[src/rtl/alu_slice_seq_if.sv]
// Operand/result handshake bundle for alu_slice_seq.
// Both sides: a transfer happens on a rising edge where valid and ready are both high.
interface alu_slice_seq_if #(
  parameter int WIDTH = 16
);
  logic             in_valid;
  logic             in_ready;
  logic             m;
  logic [3:0]       s;
  logic             crin;
  logic [WIDTH-1:0] a;
  logic [WIDTH-1:0] b;
  logic             out_valid;
  logic             out_ready;
  logic [WIDTH-1:0] f;
  logic             crout;
  logic             zero;
  logic             err;

  modport master (
    output in_valid, m, s, crin, a, b, out_ready,
    input  in_ready, out_valid, f, crout, zero, err
  );

  modport slave (
    input  in_valid, m, s, crin, a, b, out_ready,
    output in_ready, out_valid, f, crout, zero, err
  );
endinterface

[src/rtl/alu_slice_seq.sv]
// Bit-serial-by-slice ALU: WIDTH-bit operands pass through one SLICE-bit datapath,
// LSB slice first, with the carry chained through a register between cycles.
module alu_slice_seq #(
  parameter int WIDTH = 16,
  parameter int SLICE = 4
) (
  input  logic                clk,
  input  logic                rst_n,
  alu_slice_seq_if.slave      bus,
  output logic [1:0]          state
);
  localparam int NSLICE = WIDTH / SLICE;
  localparam int CW     = (NSLICE > 1) ? $clog2(NSLICE) : 1;

  typedef enum logic [1:0] {IDLE = 2'd0, RUN = 2'd1, DONE = 2'd2} state_t;

  state_t           st;
  logic             m_q;
  logic [3:0]       s_q;
  logic             illegal_q;
  logic             carry_q;
  logic [CW-1:0]    cnt;
  logic [WIDTH-1:0] a_sh;
  logic [WIDTH-1:0] b_sh;
  logic [WIDTH-1:0] acc;

  logic [SLICE-1:0] sa;
  logic [SLICE-1:0] sb;
  logic [SLICE-1:0] y;
  logic [SLICE:0]   sum;
  logic             c_next;
  logic [WIDTH-1:0] acc_next;

  assign state = st;

  function automatic logic is_legal(input logic mode, input logic [3:0] sel);
    if (mode)
      return (sel == 4'h1) || (sel == 4'h6) || (sel == 4'hB) ||
             (sel == 4'hA) || (sel == 4'hE) || (sel == 4'hF);
    else
      return (sel == 4'h9) || (sel == 4'h6);
  endfunction

  // One slice of the datapath; illegal ops force a zero slice and no carry.
  always_comb begin
    sa     = a_sh[SLICE-1:0];
    sb     = b_sh[SLICE-1:0];
    sum    = '0;
    y      = '0;
    c_next = 1'b0;
    if (!illegal_q) begin
      if (m_q) begin
        case (s_q)
          4'h1:    y = ~(sa | sb);
          4'h6:    y = sa ^ sb;
          4'hB:    y = sa & sb;
          4'hA:    y = sb;
          4'hE:    y = sa | sb;
          4'hF:    y = sa;
          default: y = '0;
        endcase
      end else begin
        if (s_q == 4'h6)
          sum = {1'b0, sa} + {1'b0, ~sb} + {{SLICE{1'b0}}, carry_q};
        else
          sum = {1'b0, sa} + {1'b0, sb} + {{SLICE{1'b0}}, carry_q};
        y      = sum[SLICE-1:0];
        c_next = sum[SLICE];
      end
    end
    // Slices enter at the top and shift down, so slice 0 ends at the LSBs.
    acc_next = (acc >> SLICE) | (WIDTH'(y) << (WIDTH - SLICE));
  end

  always_ff @(posedge clk or negedge rst_n) begin
    if (!rst_n) begin
      st            <= IDLE;
      bus.in_ready  <= 1'b1;
      bus.out_valid <= 1'b0;
      bus.f         <= '0;
      bus.crout     <= 1'b0;
      bus.zero      <= 1'b0;
      bus.err       <= 1'b0;
      m_q           <= 1'b0;
      s_q           <= '0;
      illegal_q     <= 1'b0;
      carry_q       <= 1'b0;
      cnt           <= '0;
      a_sh          <= '0;
      b_sh          <= '0;
      acc           <= '0;
    end else begin
      case (st)
        IDLE: begin
          if (bus.in_valid && bus.in_ready) begin
            m_q          <= bus.m;
            s_q          <= bus.s;
            illegal_q    <= !is_legal(bus.m, bus.s);
            carry_q      <= bus.m ? 1'b0 : bus.crin;
            a_sh         <= bus.a;
            b_sh         <= bus.b;
            acc          <= '0;
            cnt          <= '0;
            bus.in_ready <= 1'b0;
            st           <= RUN;
          end
        end
        RUN: begin
          a_sh    <= a_sh >> SLICE;
          b_sh    <= b_sh >> SLICE;
          acc     <= acc_next;
          carry_q <= c_next;
          cnt     <= cnt + CW'(1);
          if (cnt == CW'(NSLICE - 1)) begin
            bus.f         <= acc_next;
            bus.crout     <= c_next;
            bus.zero      <= (acc_next == '0);
            bus.err       <= illegal_q;
            bus.out_valid <= 1'b1;
            st            <= DONE;
          end
        end
        DONE: begin
          if (bus.out_valid && bus.out_ready) begin
            bus.out_valid <= 1'b0;
            bus.in_ready  <= 1'b1;
            st            <= IDLE;
          end
        end
        default: st <= IDLE;
      endcase
    end
  end
endmodule

[src/flat_wrapper.sv]
// flat-port wrapper written by rule: the top's interface ports become plain ports
module alu_slice_seq_flat 
#(
  parameter int WIDTH = 16,
  parameter int SLICE = 4
)
  (clk, rst_n, state, bus_in_valid, bus_m, bus_s, bus_crin, bus_a, bus_b, bus_out_ready, bus_in_ready, bus_out_valid, bus_f, bus_crout, bus_zero, bus_err);
  alu_slice_seq_if #(.WIDTH(WIDTH)) bus_i ();
  input  logic clk;
  input  logic rst_n;
  output logic [1:0] state;
  input wire logic [$bits(bus_i.in_valid)-1:0] bus_in_valid;
  input wire logic [$bits(bus_i.m)-1:0] bus_m;
  input wire logic [$bits(bus_i.s)-1:0] bus_s;
  input wire logic [$bits(bus_i.crin)-1:0] bus_crin;
  input wire logic [$bits(bus_i.a)-1:0] bus_a;
  input wire logic [$bits(bus_i.b)-1:0] bus_b;
  input wire logic [$bits(bus_i.out_ready)-1:0] bus_out_ready;
  output wire logic [$bits(bus_i.in_ready)-1:0] bus_in_ready;
  output wire logic [$bits(bus_i.out_valid)-1:0] bus_out_valid;
  output wire logic [$bits(bus_i.f)-1:0] bus_f;
  output wire logic [$bits(bus_i.crout)-1:0] bus_crout;
  output wire logic [$bits(bus_i.zero)-1:0] bus_zero;
  output wire logic [$bits(bus_i.err)-1:0] bus_err;
  assign bus_i.in_valid = bus_in_valid;
  assign bus_i.m = bus_m;
  assign bus_i.s = bus_s;
  assign bus_i.crin = bus_crin;
  assign bus_i.a = bus_a;
  assign bus_i.b = bus_b;
  assign bus_i.out_ready = bus_out_ready;
  assign bus_in_ready = bus_i.in_ready;
  assign bus_out_valid = bus_i.out_valid;
  assign bus_f = bus_i.f;
  assign bus_crout = bus_i.crout;
  assign bus_zero = bus_i.zero;
  assign bus_err = bus_i.err;
  alu_slice_seq #(.WIDTH(WIDTH), .SLICE(SLICE)) u_core (.clk(clk), .rst_n(rst_n), .bus(bus_i), .state(state));
endmodule
[config.mk]
export PLATFORM = sky130hd
export DESIGN_NAME = alu_slice_seq_flat
export DESIGN_NICKNAME = d
export VERILOG_FILES = /design/src/rtl/alu_slice_seq_if.sv /design/src/rtl/alu_slice_seq.sv /design/src/flat_wrapper.sv
export SDC_FILE = /design/constraint.sdc
export NUM_CORES = 1
export LEC_CHECK = 0
export ABC_AREA = 1
export CAP_MARGIN = 10
export CORE_ASPECT_RATIO = 0.6
export CORE_UTILIZATION = 33
export CTS_CLUSTER_SIZE = 8
export DETAILED_ROUTE_END_ITERATION = 8
export PLACE_DENSITY = 0.55
export SYNTH_ARGS = -nofsm -noshare
export SYNTH_HDL_FRONTEND = slang
export SYNTH_SLANG_ARGS = --single-unit
[constraint.sdc]
create_clock -name clk -period 2.8 [get_ports clk]
set_clock_uncertainty 0.05 [all_clocks]
set_input_delay 0.7 -clock clk [delete_from_list [all_inputs] [get_ports clk]]
set_output_delay 0.7 -clock clk [all_outputs]
set_load 0.01 [all_outputs]
==> flow_metrics.tcl, run 1 <==
set metrics [dict create \
    fin_cells 721 \
    critPathKind "flop to flop" \
    setup-violations-final 0 \
    vias 3437 \
    yosysUniqueCellTypes 35 \
    die_area_mm2 0.01253 \
    synth-seq-cells 76 \
    nNetsFinal 618 \
    gp_congestion 0.8875 \
    die_h_um 87.12 \
    wl_per_cell_um 14.42 \
    ys_top_cells_by_area "dfrtp_1 (47%), nand2_1 (13%), ha_1 (5.0%), nor2_1 (4.6%), inv_1 (4.5%)" \
    clockBufferDepth 2 \
    arrival_ns 2.44 \
    cts_buffers 9 \
    syn_nets 552 \
    critPathCaptureType "flop" \
    critPathSlowestCell "fa_1" \
    grt_max_degree 43 \
    cp-start-kind "flop" \
    dpl.cell_count 705 \
    start_util_pct 34.58 \
    leakage_uw 0.002463 \
    path_max_fanout 4 \
    area_delta_synth_final_pct 28.98 \
    cts_sinks 76 \
    netlist.area_leader.share_pct 47.10 \
    dp_slack_ns 0.5504 \
    postCtsHoldBufs 0 \
    required_ns 2.98 \
    ios 65 \
    min_period_ns 2.265 \
    grt_pass1_vias 3184 \
    layout_setup_ws_ns 0.5348 \
    port_buffers 64 \
    synth_common_cells "nand2_1 (135), dfrtp_1 (75), nor2_1 (49), inv_1 (48), nand3_1 (33)" \
    seq_area_frac_synth_pct 47.76 \
    cp_cell_sequence "inv_1, fa_1, fa_1, nand2_1, inv_1, o21ai_0, nand3_1, nand2_1, nor2_1, nand3_1, nand2_1" \
    die_w_um 143.9 \
    synth_flop_cell "dfrtp_1" \
    whs_ns 0.2669 \
    slew-limit-headroom_pct 68.28 \
    wl_mm 10.40 \
    n_fill_cell 1156 \
    ant_nets 0 \
    via_per_inst 4.767 \
    grt_antenna_before_repair 0 \
    dpl.hpwl_mm 7.841 \
    track_usage_pct 18.12 \
    grt_setup_unrepaired "no" \
    path_clk_slew_ns 0.06 \
    drv_slew 0 \
    cp_common_cell "nand2_1" \
    post_cts_buffers 0 \
    dr.pass1.iters 5 \
    peakVddDrop_v 0.0002905 \
    status "complete, no violations" \
    synth_most_common_cell "nand2_1" \
    power.total_uw 2521 \
    cap_violations 0 \
    cts_tree "built" \
    overflow 0 \
    drt_iter0_drc 235 \
    hold_class "input port to asynchronous set/reset pin" \
    fmaxAchievable_ghz 0.4415 \
    insertion_delay_ns 0.34 \
    drc_errors 0 \
    finalHoldViolCount 0 \
    met3_length_um 720 \
    synth_edf_count 0 \
    grt_pass1_wl_mm 17.06 \
    wl_met2_mm 4.022 \
    top_layer "met4" \
    cp.buffers_inverters 2 \
    fin_crit_sh_pct 80.90 \
    synth_area_mm2 0.003985 \
    critical-path-top-delay-family "adder cells" \
    core_area_mm2 0.01152 \
    tightest_slew_ns 0.4758 \
    drive_gt1_share_pct 8.378 \
    synth.largest_area_cell "dfrtp_1" \
    cts_max_level 3 \
    synthCells 490 \
    critPathMaxStageDelay_ns 0.47 \
    fp-row-count 30 \
    power.density_mw_per_mm2 490.5 \
    synthArstFlopShare_pct 100.0 \
    num_antenna_cells 0 \
    wl_met1_mm 5.582 \
    root_buffer "clkbuf_16" \
    setup-tns-final_ns 0 \
    syn_avg_cell_area_um2 8.133 \
    post_cts_resized 0 \
    synth-warning-count 0 \
]
-- power by group --
group | total [uW] | switching, uW | internal [uW]
clock network | 1260 | 454 | 804
registers | 1110 | 6.53 | 1100
logic | 153 | 79.8 | 72.9
total | 2520 | 540 | 1980
-- final timing paths --
kind                                              from                              end  slack [ns]  cells after the start
setup / recovery            u_core.a_sh[0]$_DFFE_PN0P_      u_core.bus.zero$_DFFE_PN0P_        0.53                     11
hold / removal                                   rst_n       u_core.bus.err$_DFFE_PN0P_        0.27                      1
setup reg to reg            u_core.a_sh[0]$_DFFE_PN0P_      u_core.bus.zero$_DFFE_PN0P_        0.53                     11
hold reg to reg            u_core.a_sh[14]$_DFFE_PN0P_      u_core.a_sh[14]$_DFFE_PN0P_        0.42                      2
max in group asynchronous                        rst_n  u_core.bus.in_ready$_DFFE_PN1P_        1.77                      2
min in group clk           u_core.a_sh[14]$_DFFE_PN0P_      u_core.a_sh[14]$_DFFE_PN0P_        0.42                      2
-- registers in the layout (all words and copies together), names as in the netlist --
name / cells
u_core.state: 2
u_core.illegal_q: 1
u_core.bus.out_valid: 1
u_core.bus.in_ready: 1
u_core.m_q: 1
u_core.cnt: 2
u_core.b_sh: 16
u_core.bus.crout: 1
u_core.bus.f: 16
u_core.s_q: 4
u_core.bus.err: 1
u_core.acc: 12
u_core.carry_q: 1
u_core.bus.zero: 1
u_core.a_sh: 16
-- logic make-up after synthesis --
kind of cell,share of synthesized area (%)
AOI/OAI and AO/OA,12.56
adders and majority gates,7.033
buffers and inverters,7.284
DFF,47.76
and+or+nand+nor,25.37
-- placed cells by master (no fill, tap or decap), types with 4 or more instances in the layout --
master,count
a21oi_1,6
a31oi_1,27
buf_4,9
clkbuf_16,9
clkdlybuf4s50_1,63
dfrtp_1,75
fa_1,4
ha_1,16
inv_1,48
inv_2,6
nand2_1,135
nand2_2,4
nand3_1,33
nor2_1,49
o211ai_1,4
o21ai_0,30
o22ai_1,10
-- stage by stage --
step | cell area, um2 | util (%)
global route | 5140 | 44.60
CTS | 5140 | 44.60
global placement | 4821 | 41.84
detailed placement | 4821 | 41.84
floorplan | 3985 | -
finish | 5140 | 44.60
-- final cells by class --
class	instances	area (um2)	share of cell area [%]
Inverter	55	207.7	4.041
Multi-Input combinational cell	341	1792	34.86
Sequential cell	76	1903	37.03
Clock buffer	12	246.5	4.796
Timing Repair Buffer	73	718.2	13.97
Clock inverter	4	72.57	1.412
Tap cell	160	200.2	3.895
-- per-layer routing --
layer	track usage, %	up-vias
met3	5.058	10
met1	28.11	1587
met2	24.29	111
li1	-	1729
met4	4.062	0
met5	0	-
Note: power is estimated with default switching activity, not from simulation.
==> run 2, diff against run 1 <==
==> constraint.sdc (replaced) <==
create_clock -name clk -period 2.1 [get_ports clk]
set_clock_uncertainty 0.05 [all_clocks]
set_input_delay 0.525 -clock clk [delete_from_list [all_inputs] [get_ports clk]]
set_output_delay 0.525 -clock clk [all_outputs]
set_load 0.01 [all_outputs]
==> flow_metrics.tcl, run 2 (synthesis results as in run 1) <==
set metrics [dict create \
    ff2ff_path_depth 12 \
    p_seq_share_pct 48.9 \
    clockBufferDepth 2 \
    dpl.cell_count 715 \
    power_switching_uw 682.4 \
    final_cell_area_mm2 0.005200 \
    path_max_fanout 4 \
    path_clk_slew_ns 0.06 \
    via_per_inst 4.684 \
    slew-limit-headroom_pct 66.19 \
    p_int_uw 2345 \
    critPathCaptureType "primary output" \
    setup-tns-final_ns 0 \
    utilization_pct 45.12 \
    post_dp_cell_area_mm2 0.004921 \
    path_depth 1 \
    vias 3419 \
    cp-start-kind "flop" \
    critPathKind "flop to primary output" \
    die_h_um 87.12 \
    cp-startpoint "u_core.bus.in_ready$_DFFE_PN1P_" \
    fin_cells 730 \
    peakVddDrop_v 0.0003593 \
    p_clk_share_pct 44.3 \
    root_buffer "clkbuf_16" \
    leakage_uw 0.002492 \
    final_cell_mix "nand2_1 (135), dfrtp_1 (75), clkdlybuf4s50_1 (63)" \
    track_usage_pct 18.29 \
    tightest_slew_ns 0.5072 \
    start_util_pct 34.58 \
    cp.buffers_inverters 1 \
    setup-violations-final 0 \
    grt_antenna_before_repair 0 \
    gp_congestion 0.8269 \
    grt_max_degree 41 \
    required_ns 1.52 \
    postCtsHoldBufs 0 \
    top_regs "u_core.a_sh (16), u_core.b_sh (16), u_core.bus.f (16)" \
    critical-path-top-delay-family "flip-flops" \
    power.density_mw_per_mm2 582.2 \
    critPathSlowestCell "dfstp_2" \
    status "complete, no violations" \
    nNetsFinal 630 \
    num_antenna_cells 0 \
    die_area_mm2 0.01253 \
    core_area_mm2 0.01152 \
    ios 65 \
    fp-row-count 30 \
    critPathMaxStageDelay_ns 0.55 \
    cts_tree "built" \
    insertion_delay_ns 0.33 \
    drv_slew 0 \
    cts_buffers 9 \
    layout_setup_ws_ns 0.1132 \
    switching_share_pct 22.54 \
    fmaxAchievable_ghz 0.5033 \
    cap_violations 0 \
    grt_pass1_vias 3310 \
    cts_sinks 76 \
    wl_mm 10.46 \
    drt_iter0_drc 139 \
    final_common_cell "nand2_1" \
    overflow 0 \
    timing.rr.start "u_core.a_sh[0]$_DFFE_PN0P_" \
    arrival_ns 1.41 \
    dr.pass1.iters 4 \
    drc_errors 0 \
    wl_per_cell_um 14.33 \
    comb_power_share_pct 6.8 \
    grt_setup_unrepaired "yes" \
    finalHoldViolCount 0 \
    cp_cell_sequence "clkdlybuf4s50_1" \
    port_buffers 64 \
    drive_gt1_share_pct 11.58 \
    hold_class "input port to asynchronous set/reset pin" \
    min_period_ns 1.987 \
    dpl.hpwl_mm 8.115 \
    area_delta_synth_final_pct 30.49 \
    die_w_um 143.9 \
    cts_max_level 3 \
    ant_nets 0 \
    grt_pass1_wl_mm 17.31 \
    fin_crit_sh_pct 94.61 \
    dp_slack_ns -0.03904 \
]
[run 2: layout make-up]
class / instances / area [um2]
clock buffers: 10 / 229.0
clock inverters: 3 / 17.52
fillers: 1158 / 6324
inverters: 55 / 207.7
multi-input cells: 341 / 1809
flip-flops and latches: 76 / 1903
well taps: 160 / 200.2
repair buffers: 85 / 833.3
[run 2: layer usage]
metal | vias up | wire (um) | track usage (%)
li1 | 1750 | - | -
met1 | 1593 | 5779 | 29.12
met2 | 69 | 4074 | 24.20
met3 | 7 | 532 | 4.398
met4 | 0 | 73 | 3.965
met5 | - | 0 | 0
[run 2: power groups by stage]
stage                     sequential (uW)  combinational (uW)  clock (uW)
after floorplan                      1510                68.8           0
after global placement               1510                 206           0
after detailed placement             1510                 209           0
after CTS                            1480                 210        1370
after global routing                 1480                 230        1430
final                                1480                 206        1340
[run 2: path summary, 6_finish.rpt]
| check | end | slack (ns) |
|---|---|---|
| worst max-delay path | bus_in_ready | 0.11 |
| worst min-delay path | u_core.bus.f[8]$_DFFE_PN0P_ | 0.12 |
| worst max register to register | u_core.bus.zero$_DFFE_PN0P_ | 0.12 |
| worst min register to register | u_core.a_sh[12]$_DFFE_PN0P_ | 0.42 |
| max in group asynchronous | u_core.b_sh[2]$_DFFE_PN0P_ | 1.29 |
| min in group clk | u_core.a_sh[12]$_DFFE_PN0P_ | 0.42 |
[run 2: stage by stage]
| stage | total power (uW) | hold slack, ns |
|---|---|---|
| after detailed placement | 1716 | 0.4084 |
| after global placement | 1713 | 0.4080 |
| after floorplan | 1575 | 0.1794 |
| after CTS | 3066 | 0.1328 |
| after global routing | 3144 | 0.1558 |
| final | 3027 | 0.1216 |
[run 2: what timing repair did]
action,4_1_cts,5_1_grt
buffers inserted,0,2
setup endpoints to repair,3,7
resized for setup,1,9
pin swaps,1,8
cloned,0,0
